File: config.mk
export PLATFORM = sky130hd
export DESIGN_NAME = rr_stream_mux
export DESIGN_NICKNAME = d
export VERILOG_FILES = /design/src/rtl/rr_stream_mux.sv
export SDC_FILE = /design/constraint.sdc
export NUM_CORES = 1
export LEC_CHECK = 0
export BUFFER_PORTS_ARGS = -buffer_cell sky130_fd_sc_hd__buf_2
export CAP_MARGIN = 25
export CORE_UTILIZATION = 54
export CTS_CLUSTER_SIZE = 40
export DETAILED_ROUTE_END_ITERATION = 8
export GPL_TIMING_DRIVEN = 0
export PLACE_DENSITY = 0.88
export SLEW_MARGIN = 10
export SYNTH_ARGS = -nofsm -noshare
export SYNTH_HDL_FRONTEND = slang
export SYNTH_SLANG_ARGS = --single-unit
File: constraint.sdc
create_clock -name clk -period 10.37 [get_ports clk]
set_input_delay 1.037 -clock clk [delete_from_list [all_inputs] [get_ports clk]]
set_output_delay 1.037 -clock clk [all_outputs]
set_load 0.02 [all_outputs]
File: src/rtl/rr_stream_mux.sv
// rtl/rr_stream_mux.sv - registered N:1 stream mux with fixed-select and round-robin modes
module rr_stream_mux #(
  parameter int WIDTH    = 8,
  parameter int CHANNELS = 8,
  parameter int SEL_W    = 3
) (
  input  logic                      clk,
  input  logic                      rst_n,
  input  logic                      mode,
  input  logic [SEL_W-1:0]          sel,
  input  logic [CHANNELS-1:0]       in_valid,
  input  logic [CHANNELS*WIDTH-1:0] in_data,
  output logic [CHANNELS-1:0]       in_ready,
  output logic                      out_valid,
  output logic [WIDTH-1:0]          out_data,
  output logic [SEL_W-1:0]          out_chan,
  input  logic                      out_ready
);

  logic [SEL_W-1:0] ptr;
  logic [SEL_W-1:0] rr_grant;
  logic             rr_found;
  logic [SEL_W-1:0] grant;
  logic             any_req;
  logic             load_en;
  logic             in_xfer;
  logic [WIDTH-1:0] grant_data;

  // The output register can take a new word when empty or draining this cycle.
  assign load_en = !out_valid || out_ready;

  // Round-robin search: first requesting channel at or after ptr, wrapping.
  // CHANNELS is a power of two, so SEL_W-bit addition wraps for free.
  always_comb begin
    logic [SEL_W-1:0] idx;
    rr_grant = '0;
    rr_found = 1'b0;
    idx      = '0;
    for (int k = 0; k < CHANNELS; k++) begin
      idx = ptr + SEL_W'(k);
      if (!rr_found && in_valid[idx]) begin
        rr_grant = idx;
        rr_found = 1'b1;
      end
    end
  end

  // Pick the grant for the current mode; in_ready never looks at in_data.
  always_comb begin
    grant    = mode ? rr_grant : sel;
    any_req  = mode ? rr_found : in_valid[sel];
    in_xfer  = load_en && any_req;
    in_ready = '0;
    if (in_xfer) in_ready[grant] = 1'b1;
  end

  // Data mux for the granted channel.
  always_comb begin
    grant_data = '0;
    for (int k = 0; k < CHANNELS; k++) begin
      if (SEL_W'(k) == grant) grant_data = in_data[k*WIDTH +: WIDTH];
    end
  end

  // Output register and rotating pointer; ptr only advances on round-robin transfers.
  always_ff @(posedge clk or negedge rst_n) begin
    if (!rst_n) begin
      out_valid <= 1'b0;
      out_data  <= '0;
      out_chan  <= '0;
      ptr       <= '0;
    end else begin
      if (in_xfer) begin
        out_valid <= 1'b1;
        out_data  <= grant_data;
        out_chan  <= grant;
        if (mode) ptr <= grant + SEL_W'(1);
      end else if (out_valid && out_ready) begin
        out_valid <= 1'b0;
      end
    end
  end

endmodule

After elaboration in Yosys (flattened, before gate mapping)
Cells that the tools add are included.
{"block": "classes", "addsub": 8, "magnitude_cmp": 11, "n_eq_ne": 7, "mux": 49, "reduce_logical": 22}
{"cell": "2-to-1 mux 8 bit", "n": 9}
{"cell": "< comparator 3 x 4 -> 1 bit, second input constant", "n": 10}
{"cell": "binary-select mux 1 bit (select 3 bit)", "n": 9}
{"cell": "2-to-1 mux 3 bit", "n": 9}
{"cell": "2-to-1 mux 1 bit", "n": 21}
{"cell": "adder 3 bit, second input constant", "n": 4}
{"cell": "equality test 3 bit, first input constant", "n": 4}
{"cell": "logical AND 1 bit", "n": 10}
{"cell": "logical NOT 1 bit", "n": 8}
{"cell": "adder 3 x 1 -> 3 bit, second input constant", "n": 2}
{"cell": "adder 3 x 2 -> 3 bit, second input constant", "n": 2}
{"cell": "equality test 2 x 3 -> 1 bit, first input constant", "n": 2}
{"cell": "demux 1 bit (select 3 bit)", "n": 1}
{"cell": "equality test 1 x 3 -> 1 bit, first input constant", "n": 1}
{"cell": ">= comparator 3 x 1 -> 1 bit, second input constant", "n": 1}
{"cell": "logical NOT 3 bit", "n": 1}
{"cell": "AND reduction 2 bit", "n": 1}
{"cell": "nonzero test 2 bit", "n": 1}
{"cell": "logical OR 1 bit", "n": 1}
{"block": "word_totals", "ff_bits": 15, "inputBits": 79, "output_inout_bits": 20, "wordCells": 101}

Longest topological paths before layout
{"block": "logic_depth", "depth_word": 34, "ltp_mapped": 20}

Worst setup path after synthesis
No wires, ideal clock.
{"block": "synth_path", "path_kind": "register to output", "startpoint": "register ptr[1]", "endpoint": "output port in_ready[6]", "arrival_time_ns": 3.578, "t_required_ns": 9.333, "slack_ns": 5.755, "stages_incl_launch_ff": 13, "cell_sequence": "dfrtp_1 > buf_6 > buf_2 > inv_1 > ha_1 > mux4_1 > mux2_2 > nand2b_1 > nor4_2 > a21oi_1 > a31oi_4 > nand3_1 > nor3_1"}
{"block": "synth_between", "elab_chain_cells": 30, "elab_cells_between_ends": 62, "cone_classes": "add/sub: 7; order compare: 2; mux: 37; reduce/logical: 16"}
{"element": "start, declared", "line": "20", "text": "logic [SEL_W-1:0] ptr;"}
{"element": "start signal, assigned", "line": "77", "text": "if (mode) ptr <= grant + SEL_W'(1);"}
{"element": "parallel branches: the longest is 23 deep, another holds adder 3 x 1 -> 3 bit"}
{"element": "2-to-1 mux 3 bit (*)", "line": "41", "text": "if (!rr_found && in_valid[idx]) begin"}
{"element": "2-to-1 mux 3 bit (*)", "line": "50", "text": "grant = mode ? rr_grant : sel;"}
{"element": "via grant[1]", "line": "23", "text": "logic [SEL_W-1:0] grant;"}
{"element": "< comparator 3 x 4 -> 1 bit (not written as such) or >= comparator 3 x 1 -> 1 bit (tied branches)", "line": "54", "text": "if (in_xfer) in_ready[grant] = 1'b1;"}
{"element": "logical AND 1 bit (not written as such)", "line": "54"}
{"element": "2-to-1 mux 1 bit (not written as such)", "line": "54"}
{"element": "demux 1 bit (select 3 bit) (*)", "line": "54"}
{"element": "2-to-1 mux 8 bit (*)", "line": "54"}
{"element": "end, declared", "line": "13", "text": "output logic [CHANNELS-1:0] in_ready,"}
Mark *: on every way through the listed nets, which the timed path passes. The select of a mux whose other input is x is not followed.

Worst setup path in the final report
{"block": "layout_path", "startpoint": "register ptr[1]", "endpoint": "register out_data[6]"}
{"block": "layout_between", "elab_chain_cells": 34, "elab_cells_between_ends": 72, "cone_classes": "add/sub: 7; eq/ne: 7; mux: 42; reduce/logical: 16"}
{"element": "parallel branches: the longest is 23 deep, another holds adder 3 x 1 -> 3 bit"}
{"element": "2-to-1 mux 3 bit (*)", "line": "41"}
{"element": "2-to-1 mux 3 bit (*)", "line": "50"}
{"element": "via grant[0]", "line": "23"}
{"element": "logical NOT 3 bit", "line": "61", "text": "if (SEL_W'(k) == grant) grant_data = in_data[k*WIDTH +: WIDTH];"}
{"element": "2-to-1 mux 8 bit (7 in series)", "line": "61"}
{"element": "2-to-1 mux 8 bit (*)", "line": "61"}
{"element": "end signal, assigned", "line": "75", "text": "out_data <= grant_data;"}
{"element": "end, declared", "line": "15", "text": "output logic [WIDTH-1:0] out_data,"}
Marked as above.
A chain may end at the register's enable or synchronous reset.

==> impl_metrics.csv <==
group,metric,value,unit
grt,grt_start_max_net_pins,16,
detailed_routing,wire_per_inst,17.0,um
final_layout,seqCellArea,375,um^2
final_layout,multi_input_area,0.00197,mm^2
grt,track_usage,30.9,%
synthesis,synth_simple_gate_area_share,16.8,%
timing,fmax,0.188,GHz
cts,cts_root_buf,"clkbuf_8",
cts,clock_sinks,15,
critical_path,required,10.53,ns
floorplan,start_util,56.8,%
floorplan,die_y,70.1,um
grt,grt_pass1_vias,2718,
timing,slew-limit-headroom,61.9,%
power,ir_drop,0.204,mV
critical_path,cp_top_family,"buffers and inverters",
detailed_routing,ant_nets,0,
critical_path,criticalPathCategory,"reg -> reg",
hold_path,hold_class,"reg -> reg",
synthesis,muxShareOfSynthArea,24.4,%
timing,rsz0062_at_grt,"false",
grt,gr-usage-met2,54.0,%
critical_path,r2r-start,"ptr[1]",
timing,worstMarginPinSlew,0.570,ns
place,port_buffers,97,
timing,clock_skew,0.00408,ns
critical_path,max_stage_delay,0.69,ns
synthesis,synthAdderAreaFrac,3.99,%
timing,setup_ws,5.06,ns
detailed_routing,viasPerCell,6.40,
grt,gr-max-usage-layer,"met2",
final_layout,drive_above_1_share,42.6,%
final_layout,syn2layout_area_growth,23.8,%
final_layout,final_core_util,70.3,%
synthesis,synth_xor_area_share,1.05,%
cts,cts_hold_buf,0,
cts,numCtsBuffers,3,
hold_path,worstHoldPathCells,2,
final_layout,n_fill_cell,341,
critical_path,r2r_slack,5.06,ns
grt,grt_overflow_total,0,
final_layout,final_common_cell,"buf_2",
power,p_leak,0.00141,uW
place,dp_hpwl,5.90,mm
critical_path,cp_num_buf_inv,5,
grt,grt_pass1_wl,12.3,mm
synthesis,yosysSeqAreaShare,15.0,%
cts,ctsHtreeMaxLevel,1,
synthesis,synth_edf_count,0,
floorplan,rows,24,
run_status,status,"finished, final reports clean",
timing,setup_viol,0,
critical_path,path_cells,"buf_6 -> buf_2 -> inv_1 -> ha_1 -> mux4_1 -> mux2_2 -> nand2b_1 -> nor4_2 -> a211oi_1 -> o22ai_2 -> ha_1 -> clkbuf_1 -> clkinv_1 -> nand2_1 -> o22ai_1 -> nor2_1 -> a211oi_1 -> o31ai_1",
critical_path,cp_slowest_cell,"mux4_1",
synthesis,ys_types,60,
synthesis,yosysWarnings,0,
detailed_routing,drt-pass1-iter-count,5,
cts,ctsResizeCount,0,
synthesis,async_reset_ff_share,100,%
floorplan,dieArea,0.00492,mm^2
grt,grt_antenna_before_repair,0,
cts,clock_path_buffers,2,
cts,cts_tree,"done",
detailed_routing,via_count,2785,
run,maxCapViolCount,0,
timing,drv_slew,0,
power,power_density,344,mW/mm^2
critical_path,arrival,5.46,ns
final_layout,final_cell_mix,"buf_2 (102), nor2_1 (33), nand2_1 (26)",
final_layout,diodes,0,
timing,setup_tns,0,ns
floorplan,coreArea,0.00441,mm^2
hold_path,holdCritStartpoint,"out_chan[1]",
cts,path_clk_slew,0.06,ns
floorplan,io_pins,99,
synthesis,synth.avg_cell_area,8.89,um^2
cts,clock_latency,0.25,ns
synthesis,synth_top_family_by_area,"compound AO/OA/AOI/OAI gates",
critical_path,r2r_cells,18,
critical_path,crit-reg2reg-capture,"out_data[6]",
critical_path,critPathLaunchType,"flip-flop",
critical_path,worstPathMaxFanout,10,
detailed_routing,drcViolationCount,0,
grt,use_met3,5.34,%
synthesis,syn-num-nets,369,
synthesis,ys.flop_type,"dfrtp_1",
floorplan,dieWidth,70.1,um
timing,fin_crit_sh,51.2,%
synthesis,syn_inst,282,
place,place.gp.congestion,0.976,
synthesis,synth_compound_area_share,32.3,%
final_layout,nets,471,
timing,fin_crit,5.31,ns
critical_path,endpoint_kind,"flip-flop",
hold_path,whs_endpoint,"out_chan[1]",
grt,use_met1,37.0,%
detailed_routing,drt_iter0_markers,227,
synthesis,synth_area,0.00251,mm^2
place,dp_slack,5.10,ns
timing,hold_viol_final,0,
critical_path,cp_num_cells,18,
cts,cts_setup_buffers,0,
synthesis,ys_ff_latch,15,
detailed_routing,wl,7.38,mm
cell type report:
cell class | instances | area share, %
Multi-Input combinational cell | 234 | 63.5
Timing Repair Buffer | 97 | 15.6
Sequential cell | 15 | 12.1
Buffer | 20 | 3.59
Tap cell | 52 | 2.10
Inverter | 13 | 1.65
Clock buffer | 4 | 1.45
cells in the mapped netlist, types with 4 or more instances:
cell	n	area, um^2
o311a_1	8	80.1
ha_1	8	100
mux4_2	15	338
o21ai_0	8	40.0
and2_1	10	62.6
o31ai_2	7	87.6
mux2_2	6	67.6
nor2_1	33	124
nand2_1	26	97.6
a211oi_1	8	60.1
a21oi_1	16	80.1
o22ai_1	8	50.1
inv_1	10	37.5
clkbuf_1	8	30.0
a22oi_1	8	60.1
mux2i_1	18	180
nand3_1	4	20.0
buf_2	5	25.0
a211oi_2	5	62.6
dfrtp_1	15	375
worst max path at each step:
stage | startpoint | to | slack, ns
2_1_floorplan | ptr[1] | in_ready[6] | 5.75
3_3_place_gp | ptr[1] | out_data[6] | 5.22
3_5_place_dp | ptr[1] | out_data[6] | 5.10
4_1_cts | ptr[1] | out_data[6] | 5.08
5_1_grt | ptr[1] | out_data[6] | 4.60
6_report | ptr[1] | out_data[6] | 5.06
state kept, by name (all words and copies together), names as in the netlist:
name       count
out_chan       3
out_data       8
out_valid      1
ptr            3
where the power goes:
part / internal, uW / switching, uW
sequential: 84.8 / 12.8
clock: 27.2 / 19.9
combinational: 373 / 549
total: 485 / 582
cells by family (layout without fill, tap and decap cells):
group	after synthesis	in the layout
mux	40	40
xor+xnor	3	3
buf+inv	33	134
compound gates	93	93
simple gates	90	90
flops	15	15
fa+ha+maj	8	8
worst register-to-register path, cell delays in order (launching register included):
cell and delay [ns]:
dfrtp_1 0.36, buf_6 0.16, buf_2 0.22, inv_1 0.17, ha_1 0.44, mux4_1 0.69, mux2_2 0.38, nand2b_1 0.17
nor4_2 0.31, a211oi_1 0.19, o22ai_2 0.33, ha_1 0.25, clkbuf_1 0.37, clkinv_1 0.34, nand2_1 0.29, o22ai_1 0.12
nor2_1 0.11, a211oi_1 0.06, o31ai_1 0.26
per-stage QoR:
step	cell area (um^2)	instances	power, uW	hold WS [ns]
2_1_floorplan	2510	282	807	0.585
3_3_place_gp	3060	431	979	0.461
3_5_place_dp	3060	431	1000	0.470
4_1_cts	3100	435	1050	0.483
5_1_grt	3100	435	1140	0.532
6_report	3100	435	1070	0.488
routing by layer:
metal / up-vias / share of wire [%]
met5: - / 0
met4: 0 / 5.0
met3: 38 / 7.5
met2: 161 / 49
met1: 1287 / 38
li1: 1299 / -
Note: power is estimated with default switching activity, not from simulation.
